<file path="config.mk">
export PLATFORM = sky130hd
export DESIGN_NAME = demux4_stream
export DESIGN_NICKNAME = d
export VERILOG_FILES = /design/src/rtl/demux4_pkg.sv /design/src/rtl/demux4_fifo.sv /design/src/rtl/demux4_stream.sv
export SDC_FILE = /design/constraint.sdc
export NUM_CORES = 1
export LEC_CHECK = 0
export CORE_UTILIZATION = 46
export CTS_CLUSTER_SIZE = 8
export DETAILED_ROUTE_END_ITERATION = 7
export GPL_TIMING_DRIVEN = 1
export PLACE_DENSITY = 0.8
export SYNTH_ARGS = -nofsm -noshare
export SYNTH_HDL_FRONTEND = slang
export SYNTH_SLANG_ARGS = --single-unit
export TNS_END_PERCENT = 30
</file>
<file path="constraint.sdc">
create_clock -name clk -period 2.1 [get_ports clk]
set_input_delay 0.315 -clock clk [delete_from_list [all_inputs] [get_ports clk]]
set_output_delay 0.315 -clock clk [all_outputs]
set_load 0.005 [all_outputs]
</file>
<file path="src/rtl/demux4_pkg.sv">
// Shared constants for the demux4 stream block: default widths, channel codes
// and the FIFO pointer-width helper.
package demux4_pkg;

    localparam int DATA_W_DEF = 4;
    localparam int DEPTH_DEF  = 2;
    localparam int CNT_W_DEF  = 8;

    localparam logic CH0 = 1'b0;
    localparam logic CH1 = 1'b1;

    // Pointer width for a power-of-two depth; depth 2 still needs one bit.
    function automatic int ptr_w(input int depth);
        return (depth <= 2) ? 1 : $clog2(depth);
    endfunction

    localparam int PTR_W_DEF = ptr_w(DEPTH_DEF);

endpackage

</file>
<file path="src/rtl/demux4_fifo.sv">
// Per-channel synchronous FIFO with async active-high reset; head reads 0
// whenever the FIFO is empty.
module demux4_fifo
    import demux4_pkg::*;
#(
    parameter int DATA_W = DATA_W_DEF,
    parameter int DEPTH  = DEPTH_DEF
) (
    input  logic              clk,
    input  logic              rst,
    input  logic              push,
    input  logic [DATA_W-1:0] push_data,
    input  logic              pop,
    output logic              full,
    output logic              empty,
    output logic [DATA_W-1:0] head
);

    localparam int PTR_W = ptr_w(DEPTH);
    localparam int OCC_W = PTR_W + 1;

    logic [DATA_W-1:0] mem [DEPTH];
    logic [PTR_W-1:0]  wr_ptr;
    logic [PTR_W-1:0]  rd_ptr;
    logic [OCC_W-1:0]  occ;
    logic              do_push;
    logic              do_pop;

    // A pop never frees room for a push in the same cycle, so full blocks the push.
    assign full    = (occ == OCC_W'(DEPTH));
    assign empty   = (occ == '0);
    assign do_push = push && !full;
    assign do_pop  = pop && !empty;
    assign head    = empty ? '0 : mem[rd_ptr];

    always_ff @(posedge clk or posedge rst) begin
        if (rst) begin
            wr_ptr <= '0;
            rd_ptr <= '0;
            occ    <= '0;
            for (int i = 0; i < DEPTH; i++) begin
                mem[i] <= '0;
            end
        end else begin
            if (do_push) begin
                mem[wr_ptr] <= push_data;
                wr_ptr      <= wr_ptr + PTR_W'(1);
            end
            if (do_pop) begin
                rd_ptr <= rd_ptr + PTR_W'(1);
            end
            case ({do_push, do_pop})
                2'b10:   occ <= occ + OCC_W'(1);
                2'b01:   occ <= occ - OCC_W'(1);
                default: occ <= occ;
            endcase
        end
    end

endmodule

</file>
<file path="src/rtl/demux4_stream.sv">
// Registered 1-to-2 stream demultiplexer with one FIFO per output channel.
// Optional saturating delivery counters are enabled by DEMUX4_STREAM_CNT_EN.
module demux4_stream
    import demux4_pkg::*;
#(
    parameter int DATA_W = DATA_W_DEF,
    parameter int DEPTH  = DEPTH_DEF,
    parameter int CNT_W  = CNT_W_DEF
) (
    input  logic              clk,
    input  logic              rst,
    input  logic [DATA_W-1:0] in_data,
    input  logic              in_sel,
    input  logic              in_valid,
    output logic              in_ready,
    output logic [DATA_W-1:0] out0_data,
    output logic              out0_valid,
    input  logic              out0_ready,
    output logic [DATA_W-1:0] out1_data,
    output logic              out1_valid,
    input  logic              out1_ready,
    output logic [CNT_W-1:0]  cnt0,
    output logic [CNT_W-1:0]  cnt1
);

    logic full0, full1;
    logic empty0, empty1;
    logic push0, push1;
    logic pop0, pop1;

    // Ready follows only the addressed channel, so a stalled channel never blocks the other.
    assign in_ready   = (in_sel == CH0) ? !full0 : !full1;
    assign push0      = in_valid && in_ready && (in_sel == CH0);
    assign push1      = in_valid && in_ready && (in_sel == CH1);
    assign out0_valid = !empty0;
    assign out1_valid = !empty1;
    assign pop0       = out0_valid && out0_ready;
    assign pop1       = out1_valid && out1_ready;

    demux4_fifo #(.DATA_W(DATA_W), .DEPTH(DEPTH)) u_fifo0 (
        .clk       (clk),
        .rst       (rst),
        .push      (push0),
        .push_data (in_data),
        .pop       (pop0),
        .full      (full0),
        .empty     (empty0),
        .head      (out0_data)
    );

    demux4_fifo #(.DATA_W(DATA_W), .DEPTH(DEPTH)) u_fifo1 (
        .clk       (clk),
        .rst       (rst),
        .push      (push1),
        .push_data (in_data),
        .pop       (pop1),
        .full      (full1),
        .empty     (empty1),
        .head      (out1_data)
    );

`ifdef DEMUX4_STREAM_CNT_EN
    logic [CNT_W-1:0] cnt0_q;
    logic [CNT_W-1:0] cnt1_q;

    // Counters stick at all-ones rather than wrapping.
    always_ff @(posedge clk or posedge rst) begin
        if (rst) begin
            cnt0_q <= '0;
            cnt1_q <= '0;
        end else begin
            if (pop0 && (cnt0_q != '1)) begin
                cnt0_q <= cnt0_q + CNT_W'(1);
            end
            if (pop1 && (cnt1_q != '1)) begin
                cnt1_q <= cnt1_q + CNT_W'(1);
            end
        end
    end

    assign cnt0 = cnt0_q;
    assign cnt1 = cnt1_q;
`else
    assign cnt0 = '0;
    assign cnt1 = '0;
`endif

endmodule

</file>
==> results of run 1 <==
-- per-stage QoR --
step / cell area, µm² / hold WS [ns] / util (%) / cells / worst slack, ns
3_5_place_dp: 1460 / 0.490 / 57.2 / 157 / 0.253
6_report: 1480 / 0.318 / 58.2 / 160 / 0.166
3_3_place_gp: 1460 / 0.476 / 57.2 / 157 / 0.317
4_1_cts: 1480 / 0.329 / 58.1 / 160 / 0.101
2_1_floorplan: 1330 / 0.330 / - / 123 / 0.670
5_1_grt: 1480 / 0.379 / 58.2 / 160 / 0.0183
-- synth_stat cells --
| master | n |
|---|---|
| mux2i_1 | 8 |
| nand2_1 | 1 |
| nand4_2 | 1 |
| conb_1 | 1 |
| nand4b_1 | 1 |
| xor2_1 | 4 |
| buf_4 | 16 |
| xnor2_1 | 6 |
| nor3_4 | 1 |
| and4bb_1 | 1 |
| nor2_1 | 13 |
| nand2b_4 | 1 |
| nand3b_1 | 1 |
| nand3_1 | 1 |
| inv_1 | 3 |
| nor2b_1 | 3 |
| dfrtp_1 | 24 |
| mux2_2 | 12 |
| mux2_1 | 4 |
| clkbuf_1 | 2 |
| a21oi_1 | 1 |
| ha_1 | 2 |
| nand2b_1 | 1 |
-- final cells by class --
class	instances	area [µm²]	share of cell area (%)
clock buffer	3	22.5	1.52
inverter	3	11.3	0.760
multi-input combinational	78	594	40.1
sequential	24	601	40.5
tap	30	37.5	2.53
timing repair buffer	22	215	14.5
-- power breakdown --
group | internal (µW) | switching [µW] | total (µW)
clock network | 67.2 | 133 | 200
logic | 639 | 371 | 1010
registers | 702 | 207 | 909
total | 1410 | 711 | 2120
-- routing by layer --
layer	part of all wire, %	vias to the layer above	track usage, %	wire (µm)
li1	-	370	-	-
met1	45	377	23.4	927
met2	50	28	28.5	1040
met3	4.1	3	3.33	86
met4	1.2	0	6.41	24
met5	0	-	0	0
-- state kept, by name, summed over array words and instances (netlist names) --
register        cells
u_fifo1.mem         8
u_fifo1.rd_ptr      1
u_fifo1.occ         2
u_fifo0.wr_ptr      1
u_fifo0.occ         2
u_fifo1.wr_ptr      1
u_fifo0.mem         8
u_fifo0.rd_ptr      1
-- cells by family (layout without fill, tap and decap cells) --
logic type      after synthesis  in the layout  synth area share [%]
flops                        24             24                  47.1
compound gates                1              1                 0.392
fa+ha+maj                     2              2                  1.96
mux                          24             24                  20.4
simple gates                 25             25                  12.1
other cells                   1             16                 0.294
buf+inv                      21             28                  10.9
xor+xnor                     10             10                  6.87
-- how the worst max path moves through the flow --
| stage | endpoint | slack (ns) | depth (start not counted) |
|---|---|---|---|
| after floorplan | u_fifo0.occ[1] | 0.67 | 5 |
| after global placement | u_fifo0.mem[7] | 0.32 | 4 |
| after detailed placement | u_fifo0.occ[1] | 0.25 | 6 |
| after CTS | out1_data[0] | 0.10 | 3 |
| after global routing | out0_data[1] | 0.02 | 3 |
| final | out0_data[3] | 0.17 | 3 |
-- worst max-delay path, cell delays in order, from the launching register on --
cell and delay (ns):
dfrtp_1 0.44, nor2_1 0.32, nor2_1 0.09, clkdlybuf4s50_1 0.45
==> reports/metrics.csv, run 1 <==
metric,value,unit
r2r_start,u_fifo0.occ[0],
synth_cell_types,23,
ys_ff_latch,24,
ff2ff_path_depth,5,
insertedDiodeCount,0,
dp_hpwl,1600,µm
num_io_pins,37,
clock_path_buffers,2,
grt_pass1_vias,793,
grt_use_total,17.6,%
post-cts-setup-buffer-count,0,
num_vias,778,
final_cell_mix,"24 x dfrtp_1, 20 x clkdlybuf4s50_1, 16 x conb_1, 12 x mux2_2, 12 x nor2_1",
r2r-end,u_fifo0.occ[1],
critPathLaunch,u_fifo0.occ[0],
end_kind,primary output,
synth_warnings,0,
post-route-period-util,92.1,%
clock_sinks,24,
nNetsFinal,144,
clk_latency,0.32,ns
setup_tns,0,ns
finalPower,2120,µW
syn_to_final_growth,16.2,%
die_w,54.6,µm
netlist.area_leader.share,47.1,%
port_buffers,20,
critPathArrivalTime,1.62,ns
cp_max_fo,6,
grt_pass1_wl,3590,µm
cts_resized,0,
seq_area_frac_synth,47.1,%
slew_violations,0,
final_common_cell,dfrtp_1,
status,"finished, final reports clean",
fin_worst_skew,0.0151,ns
core,2540,µm²
syn_area_per_cell,11.8,µm²
start_util,50.1,%
ant_nets,0,
start_kind,flop,
antenna_found_initial,0,
fin_crit,1.93,ns
grt_max_degree,25,
worstPathRequired,1.78,ns
routed_wl,2080,µm
synth_area,1270,µm²
critPathKind,reg2out,
power.density,1430,nW/µm²
syn_inst,108,
holdBufCountCts,0,
p_leak,0.000672,µW
h-tree-depth,1,
place.gp.congestion,0.660,
root_buffer,clkbuf_4,
viasPerCell,4.86,
setup_viol,0,
rrSetupSlack,0.48,ns
cts_tree,built,
drtIter0Drc,7,
first_pass_iters,4,
dieHeight,54.6,µm
wl_per_cell,13.0,µm
grt_overflow_total,0,
max-vdd-ir-drop,0.969,mV
hold_viol_final,0,
dieArea,2990,µm²
min_path_type,in2async,
yosys.area.top_type,dfrtp_1,
drv_cap,0,
rsz0062_at_grt,no,
num_rows,18,
route.detailed.drc,0,
nFillCells,229,
cts-buffers-inserted,3,
synth_top_cells_by_area,"dfrtp_1 47%, mux2_2 11%, buf_4 9.4%",
max_freq,0.517,GHz
layout-drive-gt1-share,16.2,%
path_clk_slew,0.13,ns
Note: power is estimated with default switching activity, not from simulation.
==> run 2: changes to the inputs <==
--- a/config.mk
+++ b/config.mk
@@ -10,6 +10,8 @@
 export DETAILED_ROUTE_END_ITERATION = 7
 export GPL_TIMING_DRIVEN = 1
 export PLACE_DENSITY = 0.8
+export RECOVER_POWER = 50
+export REMOVE_ABC_BUFFERS = 1
 export SYNTH_ARGS = -nofsm -noshare
 export SYNTH_HDL_FRONTEND = slang
 export SYNTH_SLANG_ARGS = --single-unit
==> run 2 against run 1 <==
  * Count of clock-buffer cells in the layout unchanged
  * Clock power down 5%
  * Maximum frequency down 3.1%
  * Clock skew down 0.0059 ns
  * Utilization down 0.64 points
  * Hold slack better by 0.18 ns
  * Sequential share of layout area up 0.45 points
==> reports/metrics.csv, run 2 (same netlist as run 1, synthesis figures left out) <==
metric,value,unit,change
port_buffers,20,,unchanged
insertedDiodeCount,0,,unchanged
num_rows,18,,unchanged
grt_use_total,16.4,%,was 17.6%
post-cts-setup-buffer-count,0,,unchanged
syn_to_final_growth,14.9,%,was 16.2%
grt_pass1_wl,3420,µm,was 3590 µm
root_buffer,clkbuf_4,,unchanged
h-tree-depth,1,,unchanged
nFillCells,238,,was 229
slew_violations,0,,unchanged
dieHeight,54.6,µm,unchanged
rsz0062_at_grt,no,,unchanged
register_area,601,µm²,unchanged
drtIter0Drc,3,,was 7
place.gp.congestion,0.758,,was 0.660
endpoint,out0_data[1],,was out0_data[3]
antenna_found_initial,0,,unchanged
cts_tree,built,,unchanged
max_freq,0.501,GHz,was 0.517 GHz
min_path_type,reg2reg,,was in2async
place_area,1460,µm²,unchanged
num_vias,781,,was 778
relSlewSlack,15.5,%,
fin_crit,2.00,ns,was 1.93 ns
start_util,50.1,%,unchanged
grt_max_degree,25,,unchanged
setup_viol,0,,unchanged
first_pass_iters,2,,was 4
path_clk_slew,0.12,ns,was 0.13 ns
hold_viol_final,0,,unchanged
fin_worst_skew,0.00919,ns,was 0.0151 ns
slowest_stage,dfrtp_1,,was clkdlybuf4s50_1
cpMostUsedCell,nor2_1,,unchanged
num_io_pins,37,,unchanged
reg_top3,"u_fifo0.mem: 8 flops, u_fifo1.mem: 8 flops",,unchanged
clock_sinks,24,,unchanged
ant_nets,0,,unchanged
dp_hpwl,1600,µm,about the same
routed_wl,2090,µm,was 2080 µm
r2r_start,u_fifo1.occ[0],,was u_fifo0.occ[0]
final_cell_mix,"24 x dfrtp_1, 18 x clkdlybuf4s50_1, 16 x conb_1, 13 x nor2_1, 12 x mux2_2",,"was 24 x dfrtp_1, 20 x clkdlybuf4s50_1, 16 x conb_1, 12 x mux2_2, 12 x nor2_1"
drv_cap,0,,unchanged
nNetsFinal,144,,unchanged
power.density,1430,nW/µm²,about the same
r2r-end,u_fifo1.occ[1],,was u_fifo0.occ[1]
layout-drive-gt1-share,13.1,%,was 16.2%
viasPerCell,4.88,,was 4.86
dieArea,2990,µm²,unchanged
die_w,54.6,µm,unchanged
p_leak,0.000663,µW,was 0.000672 µW
grt_overflow_total,0,,unchanged
route.detailed.drc,0,,unchanged
worstPathRequired,1.78,ns,about the same
critPathLaunch,u_fifo0.occ[0],,unchanged
clock_path_buffers,2,,unchanged
cts-buffers-inserted,3,,unchanged
core,2540,µm²,unchanged
post-route-period-util,95.0,%,was 92.1%
holdBufCountCts,0,,unchanged
ff2ff_path_depth,5,,unchanged
critPathKind,reg2out,,unchanged
cp_max_fo,6,,unchanged
grt_pass1_vias,753,,was 793
multiInputGateArea,586,µm²,was 594 µm²
critPathArrivalTime,1.68,ns,was 1.62 ns
finalInstanceArea,1470,µm²,was 1480 µm²
finalPower,2100,µW,was 2120 µW
status,"finished, final reports clean",,unchanged
start_kind,flop,,unchanged
end_kind,primary output,,unchanged
wl_per_cell,13.1,µm,was 13.0 µm
cp_slowest_stage_delay,0.45,ns,about the same
clk_latency,0.31,ns,was 0.32 ns
path_cells,"nor2_1, nor2_1, clkdlybuf4s50_1",,unchanged
max-vdd-ir-drop,0.956,mV,was 0.969 mV
setup_tns,0,ns,unchanged
final_common_cell,dfrtp_1,,unchanged
cts_resized,0,,unchanged
tightest_slew,1.27,ns,
rrSetupSlack,0.42,ns,was 0.48 ns
==> run 2: how the worst min path moves through the flow <==
| stage | from | endpoint | slack, ns | cells past startpoint |
|---|---|---|---|---|
| 3_3_place_gp | u_fifo1.mem[3] | u_fifo1.mem[3] | 0.48 | 1 |
| 5_1_grt | u_fifo0.wr_ptr | u_fifo0.wr_ptr | 0.51 | 1 |
| 4_1_cts | rst | u_fifo0.occ[0] | 0.34 | 3 |
| 6_report | u_fifo0.wr_ptr | u_fifo0.wr_ptr | 0.50 | 1 |
| 2_1_floorplan | rst | u_fifo0.mem[0] | 0.33 | 1 |
| 3_5_place_dp | u_fifo0.wr_ptr | u_fifo0.wr_ptr | 0.48 | 1 |
==> run 2: layout make-up <==
class / count / area share (%)
tap: 30 / 2.56
multi-input combinational: 78 / 40.0
sequential: 24 / 41.0
inverter: 3 / 0.769
clock buffer: 3 / 1.54
timing repair buffer: 22 / 14.2
==> run 2: per-layer routing <==
metal | global-route usage [%] | vias up | wire length (µm)
met5 | 0 | - | 0
met4 | 5.13 | 0 | 15
met3 | 2.50 | 2 | 91
met2 | 28.7 | 27 | 1030
met1 | 20.5 | 378 | 950
li1 | - | 374 | -
==> run 2: power by group <==
group / total (µW) / internal [µW] / switching, µW
Sequential: 909 / 703 / 207
Clock: 190 / 66.9 / 123
Combinational: 1000 / 633 / 370
==> run 2: stage by stage <==
| step | instances | util (%) | setup WS [ns] | hold slack, ns |
|---|---|---|---|---|
| after floorplan | 105 | - | 0.670 | 0.330 |
| after global placement | 157 | 57.2 | 0.313 | 0.477 |
| after detailed placement | 157 | 57.2 | 0.278 | 0.482 |
| after CTS | 160 | 58.1 | 0.0899 | 0.335 |
| after global routing | 160 | 57.6 | 0.00980 | 0.515 |
| final | 160 | 57.6 | 0.105 | 0.501 |
==> run 2: worst max-delay path, delay by kind of cell (launching register included) <==
kind | cells | cell delay (ns)
flops | 1 | 0.45
simple gates | 2 | 0.47
buf+inv | 1 | 0.45
==> run 3: changes to the inputs <==
--- a/config.mk
+++ b/config.mk
@@ -5,6 +5,7 @@
 export SDC_FILE = /design/constraint.sdc
 export NUM_CORES = 1
 export LEC_CHECK = 0
+export CORE_MARGIN = 2
 export CORE_UTILIZATION = 46
 export CTS_CLUSTER_SIZE = 8
 export DETAILED_ROUTE_END_ITERATION = 7
==> constraint.sdc (replaced) <==
create_clock -name clk -period 2.1 [get_ports clk]
set_input_delay 0.63 -clock clk [delete_from_list [all_inputs] [get_ports clk]]
set_output_delay 0.63 -clock clk [all_outputs]
set_load 0.005 [all_outputs]
==> run 3 against run 2 <==
  * Combinational power barely moved
  * Maximum frequency fell by 3.5%
  * Die area is 7.5% higher
  * Wire length rose by 1.5%
  * Global-route usage decreased by 2.0 points
  * Largest power group unchanged
==> reports/metrics.csv, run 3 (same netlist as run 1, synthesis figures left out) <==
metric,value,unit,change
cp_max_fo,6,,unchanged
relSlewSlack,61.2,%,was 15.5%
routed_wl,2120,µm,was 2090 µm
finalInstanceArea,1570,µm²,was 1470 µm²
ant_nets,0,,unchanged
place.gp.congestion,0.708,,was 0.758
hold_viol_final,0,,unchanged
cts_tree,built,,unchanged
drtIter0Drc,2,,was 3
grt_use_total,14.5,%,was 16.4%
clkPwrFrac,14.5,%,was 9.0%
first_pass_iters,3,,was 2
seqPwrFrac,41.3,%,was 43.3%
power.density,1450,nW/µm²,was 1430 nW/µm²
setup_tns,0,ns,unchanged
rsz0062_at_grt,yes,,was no
place_area,1470,µm²,was 1460 µm²
p_sw,750,µW,was 700 µW
grt_pass1_wl,3630,µm,was 3420 µm
dieHeight,56.6,µm,was 54.6 µm
final_common_cell,dfrtp_1,,unchanged
core,2690,µm²,was 2540 µm²
start_kind,flop,,unchanged
setup_viol,0,,unchanged
insertedDiodeCount,0,,unchanged
post-route-period-util,98.5,%,was 95.0%
place_inst,159,,was 157
num_rows,19,,was 18
max-vdd-ir-drop,0.843,mV,was 0.956 mV
route.detailed.drc,0,,unchanged
cts-buffers-inserted,3,,unchanged
holdBufCountCts,0,,unchanged
num_io_pins,37,,unchanged
critPathArrivalTime,1.44,ns,was 1.68 ns
viasPerCell,4.69,,was 4.88
die_w,56.6,µm,was 54.6 µm
dp_hpwl,1590,µm,was 1600 µm
syn_to_final_growth,22.9,%,was 14.9%
path_clk_slew,0.13,ns,was 0.12 ns
critPathKind,reg2out,,unchanged
h-tree-depth,1,,unchanged
p_int,1520,µW,was 1400 µW
wl_per_cell,12.7,µm,was 13.1 µm
p_leak,0.000758,µW,was 0.000663 µW
path_cells,"nor2_4, inv_1, clkdlybuf4s50_1",,"was nor2_1, nor2_1, clkdlybuf4s50_1"
dieArea,3210,µm²,was 2990 µm²
grt_overflow_total,0,,unchanged
combPwrFrac,44.2,%,was 47.7%
fin_crit,2.07,ns,was 2.00 ns
fin_worst_skew,0.00441,ns,was 0.00919 ns
tightest_slew,0.582,ns,was 1.27 ns
reg_top3,"u_fifo0.mem: 8 flops, u_fifo1.mem: 8 flops",,unchanged
cp_slowest_stage_delay,0.47,ns,was 0.45 ns
nNetsFinal,149,,was 144
slew_violations,0,,unchanged
max_freq,0.483,GHz,was 0.501 GHz
hold_slack,0.514,ns,was 0.501 ns
clock_path_buffers,2,,unchanged
clk_latency,0.31,ns,about the same
antenna_found_initial,0,,unchanged
grt_pass1_vias,831,,was 753
final_cell_mix,"18 x dfrtp_1, 16 x conb_1, 12 x mux2_2, 11 x nor2_1, 8 x mux2i_1",,"was 24 x dfrtp_1, 18 x clkdlybuf4s50_1, 16 x conb_1, 13 x nor2_1, 12 x mux2_2"
min_path_type,reg2reg,,unchanged
final_cell_count_no_fill,167,,was 160
slowest_stage,dfrtp_2,,was dfrtp_1
clock_sinks,24,,unchanged
status,"finished, final reports clean",,unchanged
drv_cap,0,,unchanged
grt_max_degree,25,,unchanged
num_vias,783,,was 781
port_buffers,20,,unchanged
root_buffer,clkbuf_4,,unchanged
start_util,47.5,%,was 50.1%
worstPathRequired,1.47,ns,was 1.78 ns
netSwitchingFraction,33.0,%,was 33.3%
layout-drive-gt1-share,25.7,%,was 13.1%
end_kind,primary output,,unchanged
run 3: power groups by stage:
stage	clock (µW)	sequential, µW	combinational [µW]
6_report	330	938	1000
5_1_grt	354	966	1110
4_1_cts	341	929	1000
3_5_place_dp	0	924	1020
3_3_place_gp	0	900	985
2_1_floorplan	0	868	617
run 3: final timing paths:
kind	startpoint	endpoint	slack, ns	cells past startpoint
min reg2reg	u_fifo1.mem[0]	u_fifo1.mem[0]	0.51	1
min in group asynchronous	rst	u_fifo0.mem[7]	0.88	3
max in group asynchronous	rst	u_fifo1.occ[1]	0.81	3
max	u_fifo1.occ[1]	out1_valid	0.03	3
min	u_fifo1.mem[0]	u_fifo1.mem[0]	0.51	1
max reg2reg	u_fifo0.occ[1]	u_fifo0.occ[1]	0.65	5
run 3: timing repair:
item | 4_1_cts | 5_1_grt
buffers inserted | 2 | 2
pin swaps | 0 | 1
setup endpoints to repair | 11 | 5
gates resized for setup | 14 | 11
gates cloned | 0 | 0
run 3: worst max-delay path: cells and delay by family (launching register included):
| family | cells | cell delay [ns] |
|---|---|---|
| buf+inv | 2 | 0.48 |
| flops | 1 | 0.47 |
| simple gates | 1 | 0.17 |
run 3: layer usage:
layer  track usage, %  wire length [µm]  vias to the layer above
met5                0                 0                        -
met4             4.76                16                        0
li1                 -                 -                      381
met2             24.6              1080                       24
met3             2.53               107                        2
met1             18.6               920                      376
run 3: per-stage QoR:
stage	setup WS, ns	power, µW	util, %
detailed placement	-0.363	1940	54.5
global placement	-0.311	1890	54.5
floorplan	0.650	1480	-
CTS	-0.0839	2270	57.3
finish	0.0316	2270	58.3
global route	-0.0316	2430	58.3
run 3: area by class of cell:
| type | instances | area (µm²) |
|---|---|---|
| clock buffers | 3 | 22.5 |
| clock inverters | 1 | 30.0 |
| fillers | 226 | 1120 |
| inverters | 3 | 11.3 |
| multi-input cells | 78 | 607 |
| flip-flops and latches | 24 | 608 |
| well taps | 31 | 38.8 |
| repair buffers | 27 | 249 |
